`config.mk`:
```
export PLATFORM = sky130hd
export DESIGN_NAME = ms_pulse_monitor
export DESIGN_NICKNAME = d
export VERILOG_FILES = /design/src/rtl/ms_pkg.sv /design/src/rtl/sync_rise.sv /design/src/rtl/ms_pulse_monitor.sv
export SDC_FILE = /design/constraint.sdc
export NUM_CORES = 1
export LEC_CHECK = 0
export BUFFER_PORTS_ARGS = -buffer_cell sky130_fd_sc_hd__buf_2
export CAP_MARGIN = 30
export CORE_ASPECT_RATIO = 1.25
export CORE_UTILIZATION = 45
export DETAILED_ROUTE_END_ITERATION = 10
export HOLD_SLACK_MARGIN = 0.1
export PLACE_DENSITY = 0.62
export SLEW_MARGIN = 20
export SYNTH_ARGS = -nofsm -noshare
export SYNTH_HDL_FRONTEND = slang
export SYNTH_SLANG_ARGS = --single-unit
```
`constraint.sdc`:
```
create_clock -name clk -period 7.2 [get_ports clk]
set_input_delay 0.72 -clock clk [delete_from_list [all_inputs] [get_ports clk]]
set_output_delay 0.72 -clock clk [all_outputs]
set_load 0.1 [all_outputs]
```
`src/rtl/ms_pkg.sv`:
```
// ms_pkg -- shared constants for the millisecond pulse monitor.
//   * default parameter values for ms_pulse_monitor
//   * FSM state encodings (IDLE / ARM / MEASURE)
//   * helpers that derive the in-spec window bounds without wrapping
package ms_pkg;

    // Default parameter values: 50 MHz clock, +/-1% window, 4-period lock.
    localparam int MS_CYCLES_PER_MS = 50000;
    localparam int MS_TOL           = 500;
    localparam int MS_LOCK_N        = 4;
    localparam int MS_CNT_W         = 20;

    // FSM state encodings
    localparam logic [1:0] ST_IDLE    = 2'd0;
    localparam logic [1:0] ST_ARM     = 2'd1;
    localparam logic [1:0] ST_MEASURE = 2'd2;

    // Lower window bound, clamped at zero so a large tolerance cannot
    // wrap the unsigned compare.
    function automatic longint window_lo(input longint cpm, input longint tol);
        return (tol > cpm) ? 64'sd0 : (cpm - tol);
    endfunction

    // Upper window bound, clamped to the largest value the counter can hold.
    function automatic longint window_hi(input longint cpm, input longint tol,
                                         input int w);
        longint top;
        longint sum;
        top = (64'sd1 <<< w) - 64'sd1;
        sum = cpm + tol;
        return (sum > top) ? top : sum;
    endfunction

endpackage

```
`src/rtl/sync_rise.sv`:
```
// sync_rise -- brings an asynchronous input into the clk domain and emits a
// one-cycle strobe on each rising edge.
//   clk   : sole clock, rising edge
//   reset : asynchronous, active-low
//   d     : asynchronous input
//   rise  : registered one-cycle strobe, high 3 clk edges after d goes high
module sync_rise (
    input  logic clk,
    input  logic reset,
    input  logic d,
    output logic rise
);

    logic meta;   // first synchronizer stage, may go metastable
    logic sync;   // second stage, safe to use
    logic last;   // previous synchronized value for edge detect

    always_ff @(posedge clk or negedge reset) begin
        if (!reset) begin
            meta <= 1'b0;
            sync <= 1'b0;
            last <= 1'b0;
            rise <= 1'b0;
        end else begin
            meta <= d;
            sync <= meta;
            last <= sync;
            rise <= sync & ~last;
        end
    end

endmodule

```
`src/rtl/ms_pulse_monitor.sv`:
```
// ms_pulse_monitor -- measures the rising-to-rising period of a nominal 1 ms
// pulse train, flags whether each period is inside the tolerance window,
// reports loss of pulses, and lights an LED after LOCK_N good periods in a row.
//   clk          : sole clock, rising edge
//   reset        : asynchronous, active-low
//   pulse_in     : asynchronous pulse train under test
//   start        : arm measurement (level, honoured only in IDLE)
//   stop         : return to IDLE (level, highest priority)
//   period       : last measured period in clk cycles
//   period_valid : one-cycle strobe when period is updated
//   in_spec      : last period within CYCLES_PER_MS +/- TOL inclusive
//   timeout      : one-cycle strobe, no edge for 2*CYCLES_PER_MS cycles
//   led          : high while locked
// CNT_W must be wide enough to hold 2*CYCLES_PER_MS.
module ms_pulse_monitor
    import ms_pkg::*;
#(
    parameter int CYCLES_PER_MS = MS_CYCLES_PER_MS,
    parameter int TOL           = MS_TOL,
    parameter int LOCK_N        = MS_LOCK_N,
    parameter int CNT_W         = MS_CNT_W
) (
    input  logic             clk,
    input  logic             reset,
    input  logic             pulse_in,
    input  logic             start,
    input  logic             stop,
    output logic [CNT_W-1:0] period,
    output logic             period_valid,
    output logic             in_spec,
    output logic             timeout,
    output logic             led
);

    localparam int LOCK_W = $clog2(LOCK_N + 1);

    localparam logic [CNT_W-1:0]  WIN_LO      = CNT_W'(window_lo(CYCLES_PER_MS, TOL));
    localparam logic [CNT_W-1:0]  WIN_HI      = CNT_W'(window_hi(CYCLES_PER_MS, TOL, CNT_W));
    localparam logic [CNT_W-1:0]  TIMEOUT_CNT = CNT_W'(2 * CYCLES_PER_MS);
    localparam logic [CNT_W-1:0]  CNT_MAX     = {CNT_W{1'b1}};
    localparam logic [LOCK_W-1:0] LOCK_MAX    = LOCK_W'(LOCK_N);

    logic              rise;
    logic [1:0]        state,     state_nxt;
    logic [CNT_W-1:0]  cnt,       cnt_nxt;
    logic [CNT_W-1:0]  period_nxt;
    logic              pv_nxt;
    logic              ins_nxt;
    logic              to_nxt;
    logic [LOCK_W-1:0] lock_cnt,  lock_nxt;
    logic              cnt_ok;

    sync_rise u_sync (
        .clk   (clk),
        .reset (reset),
        .d     (pulse_in),
        .rise  (rise)
    );

    // The count at the moment of a rise is the full period: the counter is
    // loaded with 1 on the edge that sees a rise, so after N cycles it reads N.
    assign cnt_ok = (cnt >= WIN_LO) && (cnt <= WIN_HI);

    always_comb begin
        state_nxt  = state;
        cnt_nxt    = cnt;
        period_nxt = period;
        pv_nxt     = 1'b0;
        ins_nxt    = in_spec;
        to_nxt     = 1'b0;
        lock_nxt   = lock_cnt;

        if (stop) begin
            // stop beats start and rise; the period in flight is dropped
            state_nxt = ST_IDLE;
            cnt_nxt   = '0;
            lock_nxt  = '0;
        end else begin
            case (state)
                ST_IDLE: begin
                    cnt_nxt = '0;
                    if (start)
                        state_nxt = ST_ARM;
                end
                ST_ARM: begin
                    // first edge only opens the measurement window
                    cnt_nxt = '0;
                    if (rise) begin
                        state_nxt = ST_MEASURE;
                        cnt_nxt   = CNT_W'(1);
                    end
                end
                ST_MEASURE: begin
                    if (rise) begin
                        period_nxt = cnt;
                        pv_nxt     = 1'b1;
                        ins_nxt    = cnt_ok;
                        cnt_nxt    = CNT_W'(1);
                        if (cnt_ok)
                            lock_nxt = (lock_cnt == LOCK_MAX) ? lock_cnt
                                                              : lock_cnt + LOCK_W'(1);
                        else
                            lock_nxt = '0;
                    end else if (cnt >= TIMEOUT_CNT) begin
                        // pulses lost: rearm and wait for a fresh first edge
                        to_nxt    = 1'b1;
                        state_nxt = ST_ARM;
                        cnt_nxt   = '0;
                        ins_nxt   = 1'b0;
                        lock_nxt  = '0;
                    end else if (cnt != CNT_MAX) begin
                        cnt_nxt = cnt + CNT_W'(1);
                    end
                end
                default: begin
                    state_nxt = ST_IDLE;
                    cnt_nxt   = '0;
                end
            endcase
        end
    end

    always_ff @(posedge clk or negedge reset) begin
        if (!reset) begin
            state        <= ST_IDLE;
            cnt          <= '0;
            period       <= '0;
            period_valid <= 1'b0;
            in_spec      <= 1'b0;
            timeout      <= 1'b0;
            lock_cnt     <= '0;
            led          <= 1'b0;
        end else begin
            state        <= state_nxt;
            cnt          <= cnt_nxt;
            period       <= period_nxt;
            period_valid <= pv_nxt;
            in_spec      <= ins_nxt;
            timeout      <= to_nxt;
            lock_cnt     <= lock_nxt;
            // led tracks the next lock count so it drops on the same edge
            // as the strobe or transition that broke the lock
            led          <= (lock_nxt == LOCK_MAX);
        end
    end

endmodule

```
After elaboration in Yosys (flattened, before gate mapping) --
Index checks and enable logic that the tools add are counted. W data, S select, Z words.
Word-level totals: latch bits 0, flip-flop bits (word level) 53, memories 0, input port bits 5, output and inout port bits 24, word-level logic and storage cells 63, bits in read-only memories 0, RAM bits 0
Operators by class: eq/ne operators 10, add/sub/neg operators 2, shifts and indexed selects 0, reduce and logical (&&, ||, !) cells 6, muxes and demuxes 27, bitwise operators 3, $mul 0, $lt $le $gt $ge 3, div/mod/pow operators 0
Operator list (count):
- $mux W20 | 4
- $pmux W20 S2 | 1
- $add A20 B1 Y20 const B | 1
- $ge A20 B16 Y1 const B | 1
- $ge A20 B17 Y1 const B | 1
- $le A20 B16 Y1 const B | 1
- $ne A20 B20 Y1 const B | 1
- $mux W3 | 6
- $mux W1 | 10
- $mux W2 | 5
- $ne A3 B3 Y1 const B | 3
- $eq A3 B3 Y1 const B | 2
- $pmux W2 S3 | 1
- $reduce_and A3 Y1 | 2
- $ne A5 B4 Y1 const B | 1
- $reduce_and A4 Y1 | 1
- $add A3 B1 Y3 const B | 1
- $ne A3 B2 Y1 const B | 1
- $eq A2 B1 Y1 const B | 1
- $eq A2 B2 Y1 const B | 1
- $logic_not A2 Y1 | 1
- $not A1 Y1 | 2
- $reduce_bool A2 Y1 | 1
- $and A1 B1 Y1 | 1
- $logic_and A1 B1 Y1 | 1

Longest topological paths before layout --
word-level depth 7, gate-level depth with buffers 8, depth with buffers taken out 7

Modules after synthesis --
From an unflattened synthesis, not the netlist that was laid out.
Second synthesis, totals: cells, all modules 237, area total of the unflattened synthesis 2625.0 µm²
By module, submodules not included:
- ms_pulse_monitor | times used 1, cells each 232, sequential area each 1226.2 µm², area each 2511.2 µm²
- sync_rise | times used 1, cells each 5, sequential area each 100.1 µm², area each 113.9 µm²

Worst setup path before layout --
OpenSTA, ideal clock, no wires.
kind register to register, start register cnt[11], end register cnt[7], setup slack 4884 ps, arrival time 2244 ps, stages on the path, launching flop included 8, buffers on the path 2, setup time 72 ps, data required time 7128 ps, period minus slack after synthesis 2316 ps, cells stage by stage dfrtp_1 > or3_4 > o211a_1 > or3_4 > or4b_4 > buf_6 > buf_6 > nor2_1
On the way: cells in the longest elaborated chain, start to end 5, elaborated cells on any way between the ends 7, classes of those cells order compare (1); eq/ne (2); mux (4)
Ends and longest elaborated chain:
- start: declaration | RTL line ms_pulse_monitor.sv:45 | logic [CNT_W-1:0] cnt, cnt_nxt;
- start signal: assignment | RTL line ms_pulse_monitor.sv:135 | cnt <= cnt_nxt;
- $ge A20 B17 Y1 | RTL line ms_pulse_monitor.sv:104 | end else if (cnt >= TIMEOUT_CNT) begin
- $mux W20 | RTL line ms_pulse_monitor.sv:104
- $mux W20 | RTL line ms_pulse_monitor.sv:94 | if (rise) begin
- $pmux W20 S2 | RTL line ms_pulse_monitor.sv:79 | case (state)
- $mux W20 | RTL line ms_pulse_monitor.sv:73 | if (stop) begin
Parallel ways exist; a longest one is shown, timed or not. A chain may end at the register's enable or synchronous reset.

Worst setup path after layout --
start register cnt[11], end register led
On the way: cells in the longest elaborated chain, start to end 7, elaborated cells on any way between the ends 10, classes of those cells order compare (3); eq/ne (1); mux (5); reduce/logical (1)
Ends and longest elaborated chain:
- $ge A20 B16 Y1 / $le A20 B16 Y1 (equally long branches) | RTL line ms_pulse_monitor.sv:62 | assign cnt_ok = (cnt >= WIN_LO) && (cnt <= WIN_HI);
- $logic_and A1 B1 Y1 | RTL line ms_pulse_monitor.sv:62
- $mux W3 | RTL line ms_pulse_monitor.sv:99 | if (cnt_ok)
- $mux W3 * | RTL line ms_pulse_monitor.sv:94
- $mux W3 * | RTL line ms_pulse_monitor.sv:79
- $mux W3 * | RTL line ms_pulse_monitor.sv:73
- via lock_nxt[2] | RTL line ms_pulse_monitor.sv:50 | logic [LOCK_W-1:0] lock_cnt, lock_nxt;
- $eq A3 B3 Y1 * | RTL line ms_pulse_monitor.sv:143 | led <= (lock_nxt == LOCK_MAX);
- end signal: assignment | RTL line ms_pulse_monitor.sv:143
- end: declaration | RTL line ms_pulse_monitor.sv:32 | output logic led
Mark *: on every way through the listed nets, which the timed path passes. The rest lies on a longest branch.

==> reports/results.ini <==
[floorplan]
io_pins = 29
fp.dieH_um = 83.93
core_um2 = 5116
placementRows = 29
die_area_um2 = 5668
start_util = 0.4722
die_width_um = 67.54

[routing]
first_pass_iters = 6
viasPerCell = 5.332
drt_iter0_drc = 69
drt_wl_total_um = 4238
drcViolationCount = 0
ant_nets = 0
dr_total_vias = 1637
routedWlPerCell_um = 13.80

[global_routing]
grt_pass1_vias = 1551
grt_max_degree = 54
grt_first_pass_wirelength_um = 7251
overflow = 0
antenna_found_initial = 0
grt.total_usage = 0.1689

[synthesis]
avgSynthCellArea_um2 = 11.24
seq_area_frac_synth = 0.5489
ys_seq_elements = 53
synth_ff_type = dfrtp_1
async_flop_share = 1.000
synth_top_area_frac = 0.5489
synthTopCellsByArea = dfrtp_1 55%, mux2_2 7.9%, nor2_1 3.9%
synthCells = 215
ys_types = 40
synth_top_area_cell = dfrtp_1
synth_area_um2 = 2416
ys_warn_count = 0
synth_enable_flop_cells = 0

[timing]
fin_tns_setup_ps = 0
timing.hold.ws_ps = 354.8
finalMaxSlewViolations = 0
fin_crit_sh = 0.3323
relSlewSlack = 0.5681
min_period_ps = 2392
setup_viol = 0
worst_pin_slew_ps = 647.8
rsz0062_at_grt = no
fmaxAchievable_ghz = 0.4180
skew_ps = 10.34
finalHoldViolCount = 0

[clocking]
h-tree-depth = 2
clk_latency_ps = 300
cts_tree = built
post-cts-setup-buffer-count = 0
cts-resized-gates = 0
cts.hold.buffers_added = 0
cts_sinks = 53
cts_root_buf = clkbuf_8
clk_pin_slew_worst_paths_ps = 90
cts_buffers = 5
clockBufferDepth = 2

[place]
port_buffers = 28
place.gp.congestion = 0.7941
hpwl_um = 2895

[power_and_ir_drop]
powerDensity_nw_per_um2 = 227.1
ir_drop_mv = 0.1715
power_uw = 614.5
leakage_uw = 0.001371

[setup_path]
path_class = reg2reg
crit_path_end_kind = register
crit_path_start_kind = register
critPathRequiredTime_ps = 7450
critical_path.slowest_cell = dfrtp_1
crit_path_max_fanout = 6
crit_chain = or3_4 > o211a_1 > or3_4 > o21ai_0 > a32o_1 > o211a_1
max_stage_delay_ps = 450
cp_data_arrival_time_ps = 2640

[hold_path]
min_path_type = reg2reg

[final_layout]
mostFrequentLayoutCells = 53 x dfrtp_1, 28 x buf_2, 25 x nor2_1, 17 x mux2_2, 13 x inv_1
layout_commonest_cell = dfrtp_1
area_growth_pct = 11.96
drive_gt1_frac = 0.2408
fin_util = 0.5287
fin_nets = 256
antenna_cells = 0

[run]
cap_violations = 0

[status]
outcome = finished, final reports clean

[state kept, by name (all words and copies together) (netlist names)]
signal        cells
cnt              20
period           20
lock_cnt          3
state             2
in_spec           1
led               1
period_valid      1
timeout           1
u_sync.last       1
u_sync.meta       1
u_sync.rise       1
u_sync.sync       1
[worst paths after layout]
kind,startpoint,endpoint,slack (ps),cells past startpoint
max,cnt[11],led,4810,6
min,u_sync.meta,u_sync.sync,350,0
max reg2reg,cnt[11],led,4810,6
min reg2reg,u_sync.meta,u_sync.sync,350,0
max in group asynchronous,reset,cnt[3],6240,2
min in group asynchronous,reset,period[6],510,2
[cells in the mapped netlist (2+ instances only)]
master     n
dfrtp_1   53
nor2_1    25
mux2_2    17
inv_1     13
nand2_1   12
xor2_1     8
ha_1       7
o21ai_0    7
xnor2_1    7
and3_1     6
clkbuf_1   6
nand3_1    6
a21oi_1    5
nand4_1    4
a31oi_1    3
and4_1     3
nor2b_1    3
o211a_1    3
o211ai_1   3
buf_6      2
nor3_1     2
or3_4      2
[per-stage QoR]
step           cell area, um^2  setup slack [ps]  instances
5_1_grt                   2705              4626        307
3_3_place_gp              2594              4829        298
3_5_place_dp              2594              4825        298
6_report                  2705              4808        307
2_1_floorplan             2424              4884        217
4_1_cts                   2690              4803        306
[cell type report]
cell class | instances | area [um^2]
fillers | 484 | 2411
flip-flops and latches | 53 | 1326
multi-input cells | 141 | 993.5
repair buffers | 30 | 162.7
clock buffers | 6 | 82.58
well taps | 62 | 77.57
inverters | 13 | 48.80
clock inverters | 2 | 13.76
[power by group]
group          switching, uW  total, uW  internal, uW
registers               8.71        320           311
logic                   91.6        121          29.2
clock network           95.6        174          78.1
[critical path, delay by kind of cell, from the launching register on]
family | cells | cell delay, ps
AO/OA/AOI/OAI | 4 | 1080
flip-flops | 1 | 450
AND/OR/NAND/NOR | 2 | 810
[cells by family after synthesis]
kind of cell,after synthesis,synth area share
DFF,53,0.5489
AOI/OAI and AO/OA,30,0.08701
other,1,0.001552
muxes,18,0.08338
xor gates and xnor gates,15,0.05438
and+or+nand+nor,68,0.1455
adders and majority gates,7,0.03625
buffers and inverters,23,0.04298
[metal layers]
metal,track usage,vias up,wire [um]
li1,-,796,-
met1,0.2269,811,1972
met2,0.2664,24,2097
met3,0.04098,6,120
met4,0.04642,0,47
met5,0,-,0
Power figures use the tool's default switching activity.
